File: src/rtl/ann_neuron_seq_if.sv
// Bus bundle for ann_neuron_seq: input pair handshake, result handshake,
// coefficient write port, status outputs and the FSM state for observation.
// Handshakes: a transfer happens on a rising edge where valid && ready are
// both high; valid must not depend on ready, and the producer holds its data
// stable while valid is high and ready is low.
`timescale 1ns/1ps
interface ann_neuron_seq_if #(
    parameter int CW   = 8,
    parameter int CNTW = 16
);
    logic            in_valid;
    logic            in_ready;
    logic            a;
    logic            b;
    logic            cfg_we;
    logic [3:0]      cfg_addr;
    logic [CW-1:0]   cfg_data;
    logic            out_valid;
    logic            out_ready;
    logic            y;
    logic            busy;
    logic [CNTW-1:0] inf_count;
    logic [2:0]      dbg_state;

    // Producer / consumer / configuration side.
    modport master (
        output in_valid, a, b, cfg_we, cfg_addr, cfg_data, out_ready,
        input  in_ready, out_valid, y, busy, inf_count, dbg_state
    );

    // Neuron controller side.
    modport slave (
        input  in_valid, a, b, cfg_we, cfg_addr, cfg_data, out_ready,
        output in_ready, out_valid, y, busy, inf_count, dbg_state
    );
endinterface

File: src/rtl/ann_neuron_seq.sv
// Time-multiplexed 2-2-1 step-activation network. One shared neuron datapath
// is evaluated three times per inference (H1, H2, output). Nine programmable
// signed coefficients default to the NXOR network at x2 scale.
`timescale 1ns/1ps
module ann_neuron_seq #(
    parameter int CW   = 8,
    parameter int CNTW = 16
) (
    input  logic            clk,
    input  logic            rst,
    ann_neuron_seq_if.slave bus
);
    // Sum width with two guard bits: |wa|+|wb|+|bias| never exceeds 3*2^(CW-1).
    localparam int SW = CW + 2;

    typedef enum logic [2:0] {
        IDLE   = 3'd0,
        EV_H1  = 3'd1,
        EV_H2  = 3'd2,
        EV_OUT = 3'd3,
        DONE   = 3'd4
    } state_t;

    state_t               state_q, state_d;
    logic signed [CW-1:0] coeff_q [0:8];
    logic                 a_q, b_q;
    logic                 h1_q, h2_q;
    logic                 y_q;
    logic                 out_valid_q;
    logic [CNTW-1:0]      cnt_q;

    logic                 accept;
    logic                 cfg_hit;
    logic                 out_fire;
    logic signed [CW-1:0] wa, wb, bias;
    logic                 x0, x1;
    logic signed [SW-1:0] pa, pb, pbias, sum;
    logic                 act;

    // Handshake qualifiers: a config write in IDLE blocks input acceptance.
    assign accept   = (state_q == IDLE) && bus.in_valid && !bus.cfg_we;
    assign cfg_hit  = (state_q == IDLE) && bus.cfg_we && (bus.cfg_addr < 4'd9);
    assign out_fire = (state_q == DONE) && out_valid_q && bus.out_ready;

    // Next-state logic for the evaluation sequence.
    always_comb begin
        state_d = state_q;
        case (state_q)
            IDLE:    if (accept)   state_d = EV_H1;
            EV_H1:                 state_d = EV_H2;
            EV_H2:                 state_d = EV_OUT;
            EV_OUT:                state_d = DONE;
            DONE:    if (out_fire) state_d = IDLE;
            default:               state_d = IDLE;
        endcase
    end

    // Operand select for the shared neuron, driven by the current state.
    always_comb begin
        wa   = coeff_q[0];
        wb   = coeff_q[1];
        bias = coeff_q[2];
        x0   = a_q;
        x1   = b_q;
        case (state_q)
            EV_H2: begin
                wa   = coeff_q[3];
                wb   = coeff_q[4];
                bias = coeff_q[5];
            end
            EV_OUT: begin
                wa   = coeff_q[6];
                wb   = coeff_q[7];
                bias = coeff_q[8];
                x0   = h1_q;
                x1   = h2_q;
            end
            default: ;
        endcase
    end

    // Neuron: binary inputs gate the weights; step fires only on a strictly positive sum.
    always_comb begin
        pa    = '0;
        pb    = '0;
        pbias = SW'(bias);
        if (x0) pa = SW'(wa);
        if (x1) pb = SW'(wb);
        sum   = pa + pb + pbias;
        act   = !sum[SW-1] && (sum != '0);
    end

    // FSM state register.
    always_ff @(posedge clk) begin
        if (rst) state_q <= IDLE;
        else     state_q <= state_d;
    end

    // Coefficient bank: writable only in IDLE, restored to the NXOR net on reset.
    always_ff @(posedge clk) begin
        if (rst) begin
            coeff_q[0] <= CW'(2);
            coeff_q[1] <= CW'(2);
            coeff_q[2] <= CW'(-1);
            coeff_q[3] <= CW'(2);
            coeff_q[4] <= CW'(2);
            coeff_q[5] <= CW'(-3);
            coeff_q[6] <= CW'(-2);
            coeff_q[7] <= CW'(4);
            coeff_q[8] <= CW'(1);
        end else if (cfg_hit) begin
            coeff_q[bus.cfg_addr] <= $signed(bus.cfg_data);
        end
    end

    // Datapath registers: latched inputs, hidden activations, result and counter.
    always_ff @(posedge clk) begin
        if (rst) begin
            a_q         <= 1'b0;
            b_q         <= 1'b0;
            h1_q        <= 1'b0;
            h2_q        <= 1'b0;
            y_q         <= 1'b0;
            out_valid_q <= 1'b0;
            cnt_q       <= '0;
        end else begin
            if (accept) begin
                a_q <= bus.a;
                b_q <= bus.b;
            end
            if (state_q == EV_H1) h1_q <= act;
            if (state_q == EV_H2) h2_q <= act;
            if (state_q == EV_OUT) begin
                y_q         <= act;
                out_valid_q <= 1'b1;
            end
            if (out_fire) begin
                out_valid_q <= 1'b0;
                cnt_q       <= cnt_q + CNTW'(1);
            end
        end
    end

    assign bus.in_ready  = (state_q == IDLE) && !bus.cfg_we;
    assign bus.out_valid = out_valid_q;
    assign bus.y         = y_q;
    assign bus.busy      = (state_q != IDLE);
    assign bus.inf_count = cnt_q;
    assign bus.dbg_state = state_q;
endmodule

File: src/flat_wrapper.sv
// flat-port wrapper written by rule: the top's interface ports become plain ports
module ann_neuron_seq_flat 
#(
    parameter int CW   = 8,
    parameter int CNTW = 16
)
  (clk, rst, bus_in_valid, bus_a, bus_b, bus_cfg_we, bus_cfg_addr, bus_cfg_data, bus_out_ready, bus_in_ready, bus_out_valid, bus_y, bus_busy, bus_inf_count, bus_dbg_state);
  ann_neuron_seq_if #(.CW(CW), .CNTW(CNTW)) bus_i ();
  input  logic clk;
  input  logic rst;
  input wire logic [$bits(bus_i.in_valid)-1:0] bus_in_valid;
  input wire logic [$bits(bus_i.a)-1:0] bus_a;
  input wire logic [$bits(bus_i.b)-1:0] bus_b;
  input wire logic [$bits(bus_i.cfg_we)-1:0] bus_cfg_we;
  input wire logic [$bits(bus_i.cfg_addr)-1:0] bus_cfg_addr;
  input wire logic [$bits(bus_i.cfg_data)-1:0] bus_cfg_data;
  input wire logic [$bits(bus_i.out_ready)-1:0] bus_out_ready;
  output wire logic [$bits(bus_i.in_ready)-1:0] bus_in_ready;
  output wire logic [$bits(bus_i.out_valid)-1:0] bus_out_valid;
  output wire logic [$bits(bus_i.y)-1:0] bus_y;
  output wire logic [$bits(bus_i.busy)-1:0] bus_busy;
  output wire logic [$bits(bus_i.inf_count)-1:0] bus_inf_count;
  output wire logic [$bits(bus_i.dbg_state)-1:0] bus_dbg_state;
  assign bus_i.in_valid = bus_in_valid;
  assign bus_i.a = bus_a;
  assign bus_i.b = bus_b;
  assign bus_i.cfg_we = bus_cfg_we;
  assign bus_i.cfg_addr = bus_cfg_addr;
  assign bus_i.cfg_data = bus_cfg_data;
  assign bus_i.out_ready = bus_out_ready;
  assign bus_in_ready = bus_i.in_ready;
  assign bus_out_valid = bus_i.out_valid;
  assign bus_y = bus_i.y;
  assign bus_busy = bus_i.busy;
  assign bus_inf_count = bus_i.inf_count;
  assign bus_dbg_state = bus_i.dbg_state;
  ann_neuron_seq #(.CW(CW), .CNTW(CNTW)) u_core (.clk(clk), .rst(rst), .bus(bus_i));
endmodule
File: config.mk
export PLATFORM = sky130hd
export DESIGN_NAME = ann_neuron_seq_flat
export DESIGN_NICKNAME = d
export VERILOG_FILES = /design/src/rtl/ann_neuron_seq_if.sv /design/src/rtl/ann_neuron_seq.sv /design/src/flat_wrapper.sv
export SDC_FILE = /design/constraint.sdc
export NUM_CORES = 1
export LEC_CHECK = 0
export CAP_MARGIN = 0
export CORE_MARGIN = 1
export CORE_UTILIZATION = 50
export DETAILED_ROUTE_END_ITERATION = 16
export GPL_TIMING_DRIVEN = 0
export PLACE_DENSITY = 0.81
export SYNTH_ARGS = -nofsm -noshare
export SYNTH_HDL_FRONTEND = slang
export SYNTH_SLANG_ARGS = --single-unit
File: constraint.sdc
create_clock -name clk -period 4.7 [get_ports clk]
set_clock_uncertainty 0.2 [all_clocks]
set_input_delay 0.705 -clock clk [delete_from_list [all_inputs] [get_ports clk]]
set_output_delay 0.705 -clock clk [all_outputs]
set_load 0.01 [all_outputs]
### Word level (Yosys, flattened, before mapping)

Memory sizes are Yosys's and may differ from the RTL's.
Index checks and enable logic that the tools add are counted.

* $lt $le $gt $ge: 1
* $add $sub $neg: 3
* reduce and logical (&&, ||, !) cells: 16
* mux-type cells: 18
* equal/unequal tests: 6

Operators by type and width (count)
* $pmux 8 s2: 3
* $mux 10: 2
* $add 16x1->16 const B: 1
* $pmux 3 s5: 1
* $add 10x10->10: 1
* $add 10x8->10: 1
* $reduce_bool 10->1: 1
* $logic_and 1x1->1: 8
* $mux 1: 8
* $mux 8: 1
* $reduce_or 8->1: 1
* $eq 3x2->1 const B: 2
* $mux 3: 2
* $lt 4x4->1 const B: 1
* $mux 4: 1
* $ne 2x1->1 const B: 2
* $eq 3x1->1 const B: 1
* $eq 3x3->1 const B: 1
* $logic_not 3->1: 1
* $reduce_bool 3->1: 1
* $logic_not 1->1: 2
* $reduce_and 2->1: 1
* $reduce_or 2->1: 1

* output and inout bits: 23
* word-level logic and storage cells: 53
* flip-flop bits (word level): 25
* input port bits: 19
* memory bits (writable): 72
* memories kept: 1

Memories
* u_core.coeff_q: words 9, bits a word 8, read ports 9, clocked after Yosys merged registers in 0, write ports 9, line ann_neuron_seq.sv:25 `logic signed [CW-1:0] coeff_q [0:8];`

### Depth between registers and ports, before layout

Gate-level depths: netlist of run 1.

* depth after elaboration: 8
* mapped depth: 14
* mapped depth without buffers: 13

### Worst setup path before layout of run 1

No wires, ideal clock.

* path kind: register to register
* start point: register u_core.state_q[0], in the netlist u_core.bus.dbg_state[0]
* end point: register u_core.y_q, in the netlist u_core.bus.y
* path slack: 0.300 ns
* period minus slack after synthesis: 4.400 ns
* buffers on the path: 1
* arrival: 4.061 ns
* stages on the path, launching flop included: 14
* data required time: 4.361 ns
* cell sequence: dfxtp_1 buf_1 nand3b_1 o21ai_1 o211ai_1 fa_1 inv_1 ha_1 fa_1 a21o_1 a221oi_1 xnor2_1 nor4b_1 a21oi_1

* cells in the longest elaborated chain, start to end: 7
* elaborated cells on any way between the ends: 14
* those cells by class: 2 x add/sub; 2 x eq/ne; 7 x mux; 3 x reduce/logical

Ends and longest elaborated chain
* from (decl): line ann_neuron_seq.sv:24 `state_t state_q, state_d;`
* from (signal assigned): line ann_neuron_seq.sv:96 `else state_q <= state_d;`
* $eq 3x2->1 (on tied branches): line ann_neuron_seq.sv:65, ann_neuron_seq.sv:133
* $pmux 8 s2 or $mux 1 (tied branches): line ann_neuron_seq.sv:65 `case (state_q)`
* $mux 10 (on tied branches): line ann_neuron_seq.sv:87, ann_neuron_seq.sv:88
* $add 10x10->10: line ann_neuron_seq.sv:89 `sum = pa + pb + pbias;`
* $add 10x8->10: line ann_neuron_seq.sv:89
* $reduce_bool 10->1 or $logic_not 1->1 (tied branches): line ann_neuron_seq.sv:90 `act = !sum[SW-1] && (sum != '0);`
* $logic_and 1x1->1: line ann_neuron_seq.sv:90
* to (signal assigned): line ann_neuron_seq.sv:134 `y_q <= act;`
* to (decl): line ann_neuron_seq.sv:28 `logic y_q;`

Parallel ways exist; a longest one is shown, timed or not.
A chain may end at the register's enable or synchronous reset.

### Final worst setup path of run 1

Same ends and word-level chain as after synthesis.

==> PnR_summary.wiki, run 1 <==
{| class="wikitable"
! Metric !! Value
|-
| Outcome || finished, final reports clean
|-
| Number of buffers added to fix hold violations after cts || 0
|-
| First drt pass iteration count || 4
|-
| Crit Path Class || flop to flop
|-
| Portion of netlist area occupied by mux cells || 5.21%
|-
| CTS Root Buffer Type || clkbuf_8
|-
| Post-placement cell count || 628
|-
| Leading cell type by number of instances after synthesis || edfxtp_1
|-
| Type of the tightest min-delay check || flop to flop
|-
| Global routing usage summed across all routing layers || 22.1%
|-
| Kind of capture point of the worst setup path || flop
|-
| Relative slew margins || 27.0%
|-
| Final layout net count || 545
|-
| Final weighted congestion in routability-driven placement || 0.878
|-
| Antenna-violating nets left || 0
|-
| Register clock-pin slew on the reported worst setup and hold paths || 100 ps
|-
| Reg-to-reg setup timing slack || 320 ps
|-
| Critical-path cell list || buf_2 > nand3b_1 > buf_4 > o21ai_4 > o211ai_1 > fa_1 > inv_1 > ha_1 > fa_1 > a21o_1 > a221oi_1 > o21ai_0 > a211oi_1 > a21oi_1
|-
| Post-route insts no fill || 646
|-
| Max reg flops || 72
|-
| Worst-path fanout max || 10
|-
| Final Slew Violations || 0
|-
| Most frequent cell on the critical path || fa_1
|-
| Number of DRC violations after detailed-routing iteration 0 || 162
|-
| Signed area change from the synthesized netlist to the final layout || 16.2%
|-
| Cell at the slowest stage of the critical path || fa_1
|-
| Maximum number of pins on one net before global-route repair || 18
|-
| Fraction of synthesized cell area taken by the top area cell type || 43.3%
|-
| Sequential share of the synthesized area || 53.3%
|-
| I/O Pins || 42
|-
| TritonCTS sink count || 97
|-
| CP delay by family, top || compound AO/OA/AOI/OAI gates
|-
| Overall power of the completed layout || 0.00178 W
|-
| Setup repair after global routing missed its margin || no
|-
| Worst setup SP type || flop
|-
| Routed length per instance || 16.7 um
|-
| Final setup fails || 0
|-
| Average vias per placed instance || 5.48
|-
| Total number of placement rows || 36
|-
| Data arrival, critical path || 4430 ps
|-
| Number of antenna violations at the first check in global routing || 0
|-
| Number of max-cap violations || 0
|-
| Synth warnings || 0
|-
| Per-instance average area after synthesis || 10.9 um2
|-
| Number of nets produced by synthesis || 494
|-
| Worst vdd rail ir drop || 0.000279 V
|-
| Xor-xnor portion of the synthesized cell area || 2.80%
|-
| Vias in the first global route || 3429
|-
| Post-Synthesis Cells || 457
|-
| Number of synthesized flops with an enable pin || 72
|-
| Simple logic cell fraction of the synthesized area || 21.3%
|-
| Final Hold Fails || 0
|-
| Initial core utilization || 51.4%
|-
| Wire length of the first global-routing pass || 16900 um
|-
| Global route total overflow || 0
|-
| # diodes || 0
|-
| Leakage power of the design || 1.99 nW
|-
| Total negative setup slack || 0 ps
|-
| Synth async-reset ratio || 0%
|-
| Overall routed net length || 10800 um
|-
| Total power divided by cell area || 306 nW/um2
|-
| Detail Placement HPWL || 7920 um
|-
| Die area || 10400 um2
|-
| Share of the clock period used by the worst path after layout || 93.1%
|-
| Cts bufs inserted || 9
|-
| Total vias in the final route || 3538
|-
| Vert. Die Dim || 102 um
|-
| Share of the synthesized area in compound gates (AO/OA/AOI/OAI) || 8.06%
|-
| Biggest register || u_core.coeff_q
|-
| Flip-flop and latch count after synthesis || 97
|-
| Maximum clock frequency || 0.228 GHz
|-
| Instance area at placement || 5540 um2
|-
| Worst-skew pair later-pin latency || 370 ps
|-
| H-tree depth reported by CTS || 3
|-
| Combined buffer and inverter count along the critical path || 3
|-
| Max Buffers Root-to-Sink || 2
|-
| Count of unique library cells instantiated by Yosys || 49
|-
| Worst-margin pin slew || 1090 ps
|-
| Design Area, Final || 5800 um2
|-
| Residual DRC count || 0
|-
| Biggest area consumer among synthesized cells || edfxtp_1
|-
| Netlist Area Pre-Place || 5000 um2
|-
| Slowest cell delay on critical path || 560 ps
|-
| Post-layout minimum cycle time || 4380 ps
|-
| Proportion of layout cells with a drive suffix above 1 || 8.38%
|-
| Overall die width || 102 um
|-
| Synth Flop Type || edfxtp_1
|-
| Required time of the critical path || 4750 ps
|-
| IO buf count || 38
|-
| Post-synth top cells || edfxtp_1 (72), nand2_1 (43), and2_1 (39)
|-
| Core Area || 9730 um2
|-
| Biggest area contributors in the synthesized netlist || edfxtp_1 (43%), dfxtp_1 (10%), mux2i_1 (5.2%), and2_1 (4.9%), fa_1 (3.6%)
|-
| Adder-cell share of the synthesized area || 5.86%
|-
| TritonCTS clock tree || yes
|-
| Combinational family with the most area after synthesis || simple AND/OR/NAND/NOR gates
|}
-- layer usage --
metal / up-vias / track usage, % / routed length [um]
met4: 0 / 8.02 / 225
li1: 1712 / - / -
met5: - / 0 / 0
met2: 97 / 37.3 / 5320
met3: 18 / 4.51 / 637
met1: 1711 / 28.2 / 4590
-- metrics by stage --
step | hold WS, ps | setup WS, ps | util (%)
4_1_cts | 280 | 116 | 59.5
3_3_place_gp | 251 | -509 | 57.0
3_5_place_dp | 267 | -607 | 57.0
6_report | 281 | 323 | 59.7
2_1_floorplan | 237 | 300 | -
5_1_grt | 321 | 9.30 | 59.7
-- cells in the final DEF, fill, tap and decap left out, types with 3 or more instances in the layout --
master           netlist  final
a21oi_1               12     12
clkbuf_1              12      9
o211ai_1              16     16
xnor2_1                9      9
nor3_1                10     10
nand4_1                3      3
or3_1                  5      5
mux2i_1               26     26
nand3_1                8      8
edfxtp_1              72     72
xor2_1                 7      7
nor2_1                26     26
or2_2                  7      7
inv_1                 23     23
dfxtp_1               25     25
or2_1                 12     12
ha_1                   9      9
nand2b_1              11     11
nor4_1                 6      6
buf_2                  5      7
a21o_1                 3      3
clkbuf_2               0      3
or3b_1                 3      3
fa_1                   9      9
clkdlybuf4s50_1        0     38
nand2_1               43     43
and3_1                 3      3
a211oi_1               3      3
and2_1                39     39
nor2b_1                3      3
o21ai_0               17     17
clkbuf_8               0     10
-- cell type report --
class,instances,area [um2]
Tap cell,133,166
Multi-Input combinational cell,316,2190
Clock inverter,6,73.8
Inverter,23,86.3
Buffer,21,91.3
Timing Repair Buffer,40,395
Sequential cell,97,2660
Fill cell,814,3930
Clock buffer,10,138
-- worst paths after layout --
kind	start	cells past startpoint	end
max	u_core.bus.dbg_state[0]	14	u_core.bus.y
min	u_core.a_q	2	u_core.a_q
max reg2reg	u_core.bus.dbg_state[0]	14	u_core.bus.y
min reg2reg	u_core.a_q	2	u_core.a_q
-- logic make-up (layout without fill, tap and decap cells) --
group,Yosys count,in the layout
buffers and inverters,44,100
flip-flops,97,97
XOR/XNOR,16,16
AND/OR/NAND/NOR,193,193
adder cells (fa/ha/maj),18,18
AO/OA/AOI/OAI,63,63
multiplexers,26,26
-- power by group --
part | internal (W) | switching, W | leakage (nW)
combinational | 0.0000988 | 0.000156 | 1.04
clock | 0.000268 | 0.000307 | 0.101
sequential | 0.000939 | 0.00000895 | 0.850
total | 0.00131 | 0.000472 | 1.99
-- what timing repair did --
item | in CTS | in global routing
endpoints found under the hold margin | 0 | 0
gates resized for setup | 7 | 6
endpoints found under the setup margin | 3 | 3
pin swaps | 1 | 1
buffers inserted | 0 | 2
-- tightest hold or removal path, stage by stage, from the launching register on --
cell and delay, ps:
dfxtp_1 330, nand2_1 60, a21oi_1 60
(Power assumes the default switching activity.)
==> run 2, diff against run 1 <==
- ABC_CLOCK_PERIOD_IN_PS: not set -> 4700
==> results of run 2 <==
No change in the layout: final DEF, timing and power equal those of run 1.
==> run 3, diff against run 2 <==
- CORE_ASPECT_RATIO: not set -> 0.75
==> PnR_summary.wiki, run 3 (synthesis gave the netlist of run 1 again) <==
{| class="wikitable"
! Metric !! Value
|-
| Signed area change from the synthesized netlist to the final layout || 18.1% (was 16.2%)
|-
| I/O Pins || 42 (unchanged)
|-
| Number of buffers added to fix hold violations after cts || 0 (unchanged)
|-
| Critical-path cell list || buf_2 > and2b_1 > clkbuf_1 > clkbuf_2 > o211ai_1 > fa_1 > inv_1 > ha_1 > fa_1 > a21o_1 > a221oi_2 > o21ai_0 > a211oi_1 > a21oi_1 (was buf_2 > nand3b_1 > buf_4 > o21ai_4 > o211ai_1 > fa_1 > inv_1 > ha_1 > fa_1 > a21o_1 > a221oi_1 > o21ai_0 > a211oi_1 > a21oi_1)
|-
| Crit Path Class || flop to flop (unchanged)
|-
| # diodes || 0 (unchanged)
|-
| Fin util || 60.8% (was 59.7%)
|-
| Startpoint of the most critical setup path || u_core.bus.dbg_state[1] (was u_core.bus.dbg_state[0])
|-
| Vias in the first global route || 3310 (was 3429)
|-
| Number of antenna violations at the first check in global routing || 0 (unchanged)
|-
| Worst-skew pair later-pin latency || 340 ps (was 370 ps)
|-
| Share of the clock period used by the worst path after layout || 93.7% (was 93.1%)
|-
| First drt pass iteration count || 5 (was 4)
|-
| Met3 Resource Use GR || 5.28% (was 4.51%)
|-
| Post-layout minimum cycle time || 4400 ps (was 4380 ps)
|-
| Reg-to-reg setup timing slack || 300 ps (was 320 ps)
|-
| Antenna-violating nets left || 0 (unchanged)
|-
| Cell at the slowest stage of the critical path || fa_1 (unchanged)
|-
| Endpoint of the worst hold path || u_core.b_q (was u_core.a_q)
|-
| Data arrival, critical path || 4410 ps (was 4430 ps)
|-
| Register clock-pin slew on the reported worst setup and hold paths || 70 ps (was 100 ps)
|-
| Design Area, Final || 5900 um2 (was 5800 um2)
|-
| Biggest register || u_core.coeff_q (unchanged)
|-
| Endpoint of the worst register-to-register path || u_core.h2_q (was u_core.bus.y)
|-
| Final Slew Violations || 0 (unchanged)
|-
| Most frequent cell on the critical path || fa_1 (unchanged)
|-
| Initial core utilization || 51.5% (was 51.4%)
|-
| Global-route track usage on met2 || 35.4% (was 37.3%)
|-
| Routed length per instance || 16.9 um (was 16.7 um)
|-
| Cts bufs inserted || 9 (unchanged)
|-
| Overall routed net length || 10900 um (was 10800 um)
|-
| Final weighted congestion in routability-driven placement || 0.879 (was 0.878)
|-
| Final layout net count || 546 (was 545)
|-
| Number of DRC violations after detailed-routing iteration 0 || 243 (was 162)
|-
| Total number of placement rows || 31 (was 36)
|-
| Final setup fails || 0 (unchanged)
|-
| Number of cells on the worst hold path || 2 (unchanged)
|-
| Length in cells of the worst reg-to-reg path || 14 (unchanged)
|-
| Number of max-cap violations || 0 (unchanged)
|-
| TritonCTS sink count || 97 (unchanged)
|-
| Maximum number of pins on one net before global-route repair || 18 (unchanged)
|-
| Most heavily used metal layer in global routing || met2 (unchanged)
|-
| Worst-path fanout max || 10 (unchanged)
|-
| Wire length of the first global-routing pass || 16900 um (about the same)
|-
| Instance area at placement || 5540 um2 (about the same)
|-
| Final Hold Fails || 0 (unchanged)
|-
| Worst setup SP type || flop (unchanged)
|-
| Max Buffers Root-to-Sink || 2 (unchanged)
|-
| Proportion of layout cells with a drive suffix above 1 || 8.17% (was 8.38%)
|-
| Worst vdd rail ir drop || 0.000197 V (was 0.000279 V)
|-
| IO buf count || 38 (unchanged)
|-
| CTS Root Buffer Type || clkbuf_16 (was clkbuf_8)
|-
| Vert. Die Dim || 88.6 um (was 102 um)
|-
| Most common cell after layout, fill and taps aside || edfxtp_1 (unchanged)
|-
| Global routing usage summed across all routing layers || 22.0% (was 22.1%)
|-
| Average vias per placed instance || 5.57 (was 5.48)
|-
| TritonCTS clock tree || yes (unchanged)
|-
| Most frequent cells in the layout || edfxtp_1 (72), nand2_1 (43), and2_1 (39), clkdlybuf4s50_1 (38) (unchanged)
|-
| Setup repair after global routing missed its margin || no (unchanged)
|-
| Origin of the worst min-delay path || u_core.b_q (was u_core.a_q)
|-
| H-tree depth reported by CTS || 3 (unchanged)
|-
| Worst-margin pin slew || 1070 ps (was 1090 ps)
|-
| Maximum clock frequency || 0.227 GHz (was 0.228 GHz)
|-
| Max reg flops || 72 (unchanged)
|-
| Overall die width || 117 um (was 102 um)
|-
| Overall power of the completed layout || 0.00193 W (was 0.00178 W)
|-
| Die area || 10400 um2 (about the same)
|-
| Core Area || 9700 um2 (was 9730 um2)
|-
| Residual DRC count || 0 (unchanged)
|-
| Global route total overflow || 0 (unchanged)
|-
| Slowest cell delay on critical path || 570 ps (was 560 ps)
|-
| Type of the tightest min-delay check || flop to flop (unchanged)
|-
| Total vias in the final route || 3599 (was 3538)
|-
| Outcome || finished, final reports clean (unchanged)
|-
| Detail Placement HPWL || 7900 um (was 7920 um)
|-
| Relative slew margins || 28.3% (was 27.0%)
|-
| Required time of the critical path || 4710 ps (was 4750 ps)
|-
| Global routing usage on met1 || 29.5% (was 28.2%)
|-
| Kind of capture point of the worst setup path || flop (unchanged)
|-
| Worst reg2reg startpoint || u_core.bus.dbg_state[1] (was u_core.bus.dbg_state[0])
|-
| Leakage power of the design || 2.03 nW (was 1.99 nW)
|-
| Total power divided by cell area || 328 nW/um2 (was 306 nW/um2)
|}
==> run 3: timing repair <==
action                     in CTS  in global routing
gates resized for setup         7                  4
pin swaps                       1                  0
buffers inserted                3                  0
gates cloned                    0                  0
setup endpoints to repair       3                  3
==> run 3: cell type report <==
cell class                      instances  area (um2)
Buffer                                 21        90.1
Inverter                               23        86.3
Multi-Input combinational cell        316        2200
Clock inverter                          6        66.3
Tap cell                              132         165
Clock buffer                           10         229
Sequential cell                        97        2660
Timing Repair Buffer                   41         403
Fill cell                             771        3800
==> run 3: power breakdown <==
| part | internal, W | switching [W] | total [W] |
|---|---|---|---|
| clock | 0.000415 | 0.000312 | 0.000727 |
| sequential | 0.000940 | 0.00000851 | 0.000948 |
| combinational | 0.000100 | 0.000159 | 0.000259 |
==> run 3: worst max-delay path by stage <==
stage,to,slack (ps),depth (start not counted)
3_5_place_dp,u_core.h1_q,-590,13
6_report,u_core.h2_q,300,14
5_1_grt,u_core.bus.y,140,14
2_1_floorplan,u_core.bus.y,300,13
3_3_place_gp,u_core.h2_q,-590,13
4_1_cts,u_core.h1_q,70,14
==> run 3: per-stage QoR <==
step	hold WS (ps)	setup slack [ps]	instances	TNS (ps)
floorplan	237	300	457	0
global placement	249	-588	627	-1720
detailed placement	248	-586	627	-1740
CTS	257	65.4	646	0
global route	280	141	646	0
finish	257	297	646	0
==> run 3: routing by layer <==
layer  wire length [um]  share of wire, %  up-vias
li1                   -                 -     1707
met1               4830                44     1759
met2               5100                47      111
met3                743               6.8       22
met4                255               2.3        0
met5                  0                 0        -
==> run 3: critical path: cells and delay by family (launching register included) <==
kind            cells  cell delay [ps]
buf+inv             4              900
compound gates      6             1420
flops               1              340
simple gates        1              210
fa+ha+maj           3             1210
